$ cat config.mk
export PLATFORM = sky130hd
export DESIGN_NAME = mips_multicycle_ctrl_flat
export DESIGN_NICKNAME = d
export VERILOG_FILES = /design/src/rtl/mips_multicycle_ctrl_if.sv /design/src/rtl/mips_multicycle_ctrl.sv /design/src/flat_wrapper.sv
export SDC_FILE = /design/constraint.sdc
export NUM_CORES = 1
export LEC_CHECK = 0
export CORE_MARGIN = 4
export CORE_UTILIZATION = 44
export DETAILED_ROUTE_END_ITERATION = 16
export PLACE_DENSITY = 0.8
export SLEW_MARGIN = 20
export SYNTH_ARGS = -nofsm -noshare
export SYNTH_HDL_FRONTEND = slang
export SYNTH_SLANG_ARGS = --single-unit
export TNS_END_PERCENT = 100
$ cat constraint.sdc
create_clock -name clk_i -period 2.1 [get_ports clk_i]
set_clock_uncertainty 0.15 [all_clocks]
set_input_delay 0.315 -clock clk_i [delete_from_list [all_inputs] [get_ports clk_i]]
set_output_delay 0.315 -clock clk_i [all_outputs]
set_load 0.005 [all_outputs]
$ cat src/rtl/mips_multicycle_ctrl_if.sv
// mips_multicycle_ctrl_if: instruction-fetch handshake and datapath strobes between the controller and its datapath
interface mips_multicycle_ctrl_if #(
  parameter int PC_W  = 32,
  parameter int CNT_W = 16
);
  logic             run;
  logic             imem_req;
  logic             imem_ack;
  logic [31:0]      instr;
  logic [PC_W-1:0]  pc;
  logic             ir_write;
  logic             reg_read;
  logic [1:0]       alu_op;
  logic [5:0]       func_code;
  logic [4:0]       write_reg;
  logic             reg_write;
  logic             pc_write;
  logic             busy;
  logic             illegal;
  logic [CNT_W-1:0] retired;
  modport master (
    input  run, imem_ack, instr,
    output imem_req, pc, ir_write, reg_read, alu_op, func_code, write_reg,
           reg_write, pc_write, busy, illegal, retired
  );
  modport slave (
    output run, imem_ack, instr,
    input  imem_req, pc, ir_write, reg_read, alu_op, func_code, write_reg,
           reg_write, pc_write, busy, illegal, retired
  );
endinterface

$ cat src/rtl/mips_multicycle_ctrl.sv
// mips_multicycle_ctrl: fetch/decode/exec/writeback sequencer for the R-type MIPS ALU datapath
module mips_multicycle_ctrl #(
  parameter int              PC_W     = 32,
  parameter int              PC_STEP  = 4,
  parameter logic [PC_W-1:0] RESET_PC = '0,
  parameter int              CNT_W    = 16
) (
  input logic                    clk_i,
  input logic                    rst_ni,
  mips_multicycle_ctrl_if.master bus
);
  typedef enum logic [2:0] {IDLE, FETCH, DECODE, EXEC, WB, TRAP} state_t;
  localparam logic [PC_W-1:0] STEP = PC_W'(PC_STEP);
  state_t           state_q, state_d;
  logic [PC_W-1:0]  pc_q, pc_d;
  logic [31:0]      ir_q, ir_d;
  logic [CNT_W-1:0] retired_q, retired_d;
  logic             illegal_q, illegal_d;
  logic             ir_write, nop, legal;
  assign ir_write = state_q == FETCH && bus.imem_ack;
  assign nop      = ir_q == '0;
  assign legal    = ir_q[31:26] == 6'd0 &&
                    ir_q[5:0] inside {6'd32, 6'd34, 6'd36, 6'd37, 6'd39, 6'd42};
  // unused encodings fall into TRAP so a corrupted state can never issue strobes
  always_comb begin
    state_d = state_q;
    case (state_q)
      IDLE:    state_d = bus.run ? FETCH : IDLE;
      FETCH:   state_d = bus.imem_ack ? DECODE : FETCH;
      DECODE:  state_d = legal ? EXEC : nop ? WB : TRAP;
      EXEC:    state_d = WB;
      WB:      state_d = bus.run ? FETCH : IDLE;
      default: state_d = TRAP;
    endcase
  end
  always_comb begin
    pc_d      = state_q == WB ? pc_q + STEP : pc_q;
    ir_d      = ir_write ? bus.instr : ir_q;
    retired_d = state_q == WB && ~&retired_q ? retired_q + CNT_W'(1) : retired_q;
    illegal_d = illegal_q | (state_d == TRAP);
  end
  always_ff @(posedge clk_i or negedge rst_ni) begin
    if (!rst_ni) begin
      state_q   <= IDLE;
      pc_q      <= RESET_PC;
      ir_q      <= '0;
      retired_q <= '0;
      illegal_q <= 1'b0;
    end else begin
      state_q   <= state_d;
      pc_q      <= pc_d;
      ir_q      <= ir_d;
      retired_q <= retired_d;
      illegal_q <= illegal_d;
    end
  end
  // rd==0 also covers the all-zero NOP word
  assign bus.imem_req  = state_q == FETCH;
  assign bus.ir_write  = ir_write;
  assign bus.reg_read  = state_q == DECODE;
  assign bus.alu_op    = state_q == EXEC ? 2'b10 : 2'b00;
  assign bus.reg_write = state_q == WB && ir_q[15:11] != 5'd0;
  assign bus.pc_write  = state_q == WB;
  assign bus.busy      = state_q != IDLE && state_q != TRAP;
  assign bus.illegal   = illegal_q;
  assign bus.pc        = pc_q;
  assign bus.func_code = ir_q[5:0];
  assign bus.write_reg = ir_q[15:11];
  assign bus.retired   = retired_q;
endmodule
$ cat src/flat_wrapper.sv
// flat-port wrapper written by rule: the top's interface ports become plain ports
module mips_multicycle_ctrl_flat 
#(
  parameter int              PC_W     = 32,
  parameter int              PC_STEP  = 4,
  parameter logic [PC_W-1:0] RESET_PC = '0,
  parameter int              CNT_W    = 16
)
  (clk_i, rst_ni, bus_run, bus_imem_ack, bus_instr, bus_imem_req, bus_pc, bus_ir_write, bus_reg_read, bus_alu_op, bus_func_code, bus_write_reg, bus_reg_write, bus_pc_write, bus_busy, bus_illegal, bus_retired);
  mips_multicycle_ctrl_if #(.PC_W(PC_W), .CNT_W(CNT_W)) bus_i ();
  input logic clk_i;
  input logic rst_ni;
  input wire logic [$bits(bus_i.run)-1:0] bus_run;
  input wire logic [$bits(bus_i.imem_ack)-1:0] bus_imem_ack;
  input wire logic [$bits(bus_i.instr)-1:0] bus_instr;
  output wire logic [$bits(bus_i.imem_req)-1:0] bus_imem_req;
  output wire logic [$bits(bus_i.pc)-1:0] bus_pc;
  output wire logic [$bits(bus_i.ir_write)-1:0] bus_ir_write;
  output wire logic [$bits(bus_i.reg_read)-1:0] bus_reg_read;
  output wire logic [$bits(bus_i.alu_op)-1:0] bus_alu_op;
  output wire logic [$bits(bus_i.func_code)-1:0] bus_func_code;
  output wire logic [$bits(bus_i.write_reg)-1:0] bus_write_reg;
  output wire logic [$bits(bus_i.reg_write)-1:0] bus_reg_write;
  output wire logic [$bits(bus_i.pc_write)-1:0] bus_pc_write;
  output wire logic [$bits(bus_i.busy)-1:0] bus_busy;
  output wire logic [$bits(bus_i.illegal)-1:0] bus_illegal;
  output wire logic [$bits(bus_i.retired)-1:0] bus_retired;
  assign bus_i.run = bus_run;
  assign bus_i.imem_ack = bus_imem_ack;
  assign bus_i.instr = bus_instr;
  assign bus_imem_req = bus_i.imem_req;
  assign bus_pc = bus_i.pc;
  assign bus_ir_write = bus_i.ir_write;
  assign bus_reg_read = bus_i.reg_read;
  assign bus_alu_op = bus_i.alu_op;
  assign bus_func_code = bus_i.func_code;
  assign bus_write_reg = bus_i.write_reg;
  assign bus_reg_write = bus_i.reg_write;
  assign bus_pc_write = bus_i.pc_write;
  assign bus_busy = bus_i.busy;
  assign bus_illegal = bus_i.illegal;
  assign bus_retired = bus_i.retired;
  mips_multicycle_ctrl #(.PC_W(PC_W), .PC_STEP(PC_STEP), .RESET_PC(RESET_PC), .CNT_W(CNT_W)) u_core (.clk_i(clk_i), .rst_ni(rst_ni), .bus(bus_i));
endmodule
==> impl_metrics.json <==
{
  "vias": 2975,
  "setup_viol_count_final": 0,
  "die_y_microns": 101.3,
  "die_w_microns": 101.3,
  "slew_viol_final": 0,
  "numCtsBuffers": 9,
  "grt_pass1_vias": 2992,
  "die_area_sq_um": 10250,
  "synthDistinctLibCells": 38,
  "worst_ep_required_time_ns": 2.18,
  "crit_top_cell": "buf_4",
  "firstDrtPassIters": 4,
  "relSlewSlack_pct": 66.98,
  "synth_edf_count": 0,
  "wl_microns": 8956,
  "reg2reg_to": "u_core.bus.pc[29]$_DFFE_PN0P_",
  "final_common_cell": "clkdlybuf4s50_1",
  "crit_cells": 7,
  "grt_max_degree": 37,
  "coreArea_sq_um": 8341,
  "power.density_nw_per_um2": 1040,
  "p_seq_share_pct": 42.3,
  "syn_inst": 322,
  "nets": 484,
  "fin_crit_sh_pct": 96.44,
  "ioPinCount": 104,
  "maxCapViolCount": 0,
  "syn_to_final_growth_pct": 39.23,
  "setup_slack_ns": 0.07470,
  "route.detailed.drc": 0,
  "ys_warn_count": 0,
  "cp_top_family": "simple AND/OR/NAND/NOR gates",
  "grt_pass1_wl_microns": 14520,
  "nFillCells": 690,
  "finalCriticalPeriod_ns": 2.025,
  "clockBufferDepth": 2,
  "max_freq_ghz": 0.4938,
  "grt_util_all_layers_pct": 17.98,
  "rrSetupSlack_ns": 0.07,
  "switching_share_pct": 29.25,
  "cts_root_buf": "clkbuf_8",
  "syn_avg_cell_area_sq_um": 11.89,
  "crit_slowest_cell": "dfrtp_1",
  "cp_max_fo": 11,
  "h-tree-depth": 3,
  "yosysSeqAreaShare_pct": 53.61,
  "yosysTopAreaCell": "dfrtp_1",
  "place_area_sq_um": 4945,
  "async_flop_share_pct": 100.0,
  "final-seq-area_sq_um": 2053,
  "synth.top_cell.area_share_pct": 53.61,
  "synth_ff_type": "dfrtp_1",
  "antennaDiodeCount": 0,
  "cp-end-kind": "register",
  "finalWeightedCongestion": 0.7961,
  "combPwrFrac_pct": 34.6,
  "routed_via_density": 5.351,
  "crit_arrival_ns": 2.10,
  "fin_area_sq_um": 5329,
  "r2r-start": "u_core.state_q[0]$_DFF_PN0_",
  "stdcell_count": 556,
  "initial_core_util_pct": 45.89,
  "insertion_delay_ns": 0.35,
  "dp_hpwl_microns": 6627,
  "post-place-ws_ns": 0.09859,
  "antenna_found_initial": 0,
  "drive_above_1_share_pct": 21.95,
  "ant_nets": 0,
  "p_switching_mw": 1.621,
  "cp-start-kind": "register",
  "worst_slew_pin_slew_ns": 0.4916,
  "wire_per_inst_microns": 16.11,
  "pwr-share-clk_pct": 23.1,
  "hold_viol": 0,
  "cts.sinks": 82,
  "p_leak_nw": 2.295,
  "cts_tree": "yes",
  "multi_input_area_sq_um": 1654,
  "drt-initial-drc-count": 87,
  "overflow": 0,
  "p_int_mw": 3.920,
  "row_count": 33,
  "slowest_delay_ns": 0.40,
  "critPathKind": "register to register",
  "final_cell_mix": "clkdlybuf4s50_1 (92), dfrtp_1 (81), mux2_2 (34), xnor2_1 (33), buf_4 (31)",
  "rr_worst_depth": 7,
  "cts.clk_slew.worst_paths_ns": 0.09,
  "path_cells": "or3b_4 > buf_4 > buf_4 > nor2_2 > buf_6 > nand4b_1 > xnor2_2",
  "peakVddDrop_mv": 0.6705,
  "crit_buf_inv": 3,
  "synth_area_sq_um": 3827,
  "synth_area_leaders": "dfrtp_1 (54%), mux2_2 (10%), xnor2_1 (7.8%), nand4_1 (3.9%), buf_4 (3.5%)",
  "status": "finished, final reports clean",
  "synth-seq-cells": 82,
  "hold_class": "input port to asynchronous set/reset pin",
  "power.total_mw": 5.541,
  "whs_ns": 0.3103,
  "dpl.cell_count": 524,
  "io_buffers": 100
}
[cells by family (layout without fill, tap and decap cells)]
logic type                 count (synthesis)  after routing  share of synthesized area, %
and+or+nand+nor                          117            117                         18.54
DFF                                       82             82                         53.61
xor gates and xnor gates                  43             43                         9.840
muxes                                     34             34                         10.00
buffers and inverters                     26            153                         4.576
AOI/OAI and AO/OA                         17             17                         2.681
adders and majority gates                  2              2                        0.6537
other                                      1              3                       0.09798
[sequential cells by signal, summed over array words and instances, names as in the netlist]
signal	flops
u_core.bus.illegal	1
u_core.ir_q	32
u_core.state_q	3
u_core.bus.retired	16
u_core.bus.pc	30
[worst reg2reg max path, cell delays in order, from the launching register on]
cell and delay, ns:
dfrtp_1 0.40, or3b_4 0.40, buf_4 0.15, buf_4 0.19
nor2_2 0.14, buf_6 0.14, nand4b_1 0.16, xnor2_2 0.19
[synth_stat cells (all sizes together) (3+ instances only)]
cell   count
a21oi      4
buf       21
nor4      10
nor2      12
and3      10
and4       6
and2       5
xor2       9
nand2     19
o21ai      6
nor3       7
dfrtp     82
or4        4
nand3     13
inv        3
mux2      34
xnor2     34
nand4     24
[power groups by stage]
stage / Clock [mW] / Sequential, mW / Combinational, mW
2_1_floorplan: 0 / 2.31 / 1.04
3_3_place_gp: 0 / 2.37 / 1.68
3_5_place_dp: 0 / 2.39 / 1.72
4_1_cts: 1.30 / 2.36 / 1.86
5_1_grt: 1.38 / 2.41 / 2.09
6_report: 1.28 / 2.35 / 1.91
[routing by layer]
| layer | routed length (microns) | share of wire [%] | up-vias | GRT usage [%] |
|---|---|---|---|---|
| met5 | 0 | 0 | - | 0 |
| met4 | 137 | 1.5 | 0 | 6.339 |
| met1 | 3768 | 42 | 1482 | 22.23 |
| met2 | 4630 | 52 | 83 | 31.39 |
| met3 | 419 | 4.7 | 14 | 3.444 |
| li1 | - | - | 1396 | - |
[how the worst max path moves through the flow]
stage,endpoint,start
finish,u_core.bus.pc[29]$_DFFE_PN0P_,u_core.state_q[0]$_DFF_PN0_
CTS,bus_reg_write,u_core.ir_q[13]$_DFFE_PN0P_
detailed placement,bus_reg_write,u_core.ir_q[13]$_DFFE_PN0P_
global route,u_core.bus.pc[29]$_DFFE_PN0P_,u_core.state_q[0]$_DFF_PN0_
floorplan,u_core.bus.retired[1]$_DFFE_PN0P_,u_core.bus.retired[0]$_DFFE_PN0P_
global placement,bus_reg_write,u_core.ir_q[13]$_DFFE_PN0P_
[through the flow]
| stage | util (%) | setup TNS, ns |
|---|---|---|
| 6_report | 63.89 | 0 |
| 3_5_place_dp | 59.29 | 0 |
| 5_1_grt | 63.89 | -0.02349 |
| 3_3_place_gp | 59.29 | 0 |
| 2_1_floorplan | - | 0 |
| 4_1_cts | 63.16 | -0.07251 |
[final cells by class]
class,count,area share [%]
Inverter,4,0.2818
Clock inverter,6,1.667
Sequential cell,82,38.53
Timing Repair Buffer,133,23.43
Tap cell,105,2.465
Multi-Input combinational cell,216,31.04
Clock buffer,10,2.583
[what timing repair did]
item,in CTS,in global routing
hold buffers,1,0
buffers inserted,9,6
hold endpoints to repair,33,0
gates resized for setup,15,9
endpoints found under the setup margin,6,10
pin swaps,4,7
No activity file was read; power rests on OpenSTA's default activity.
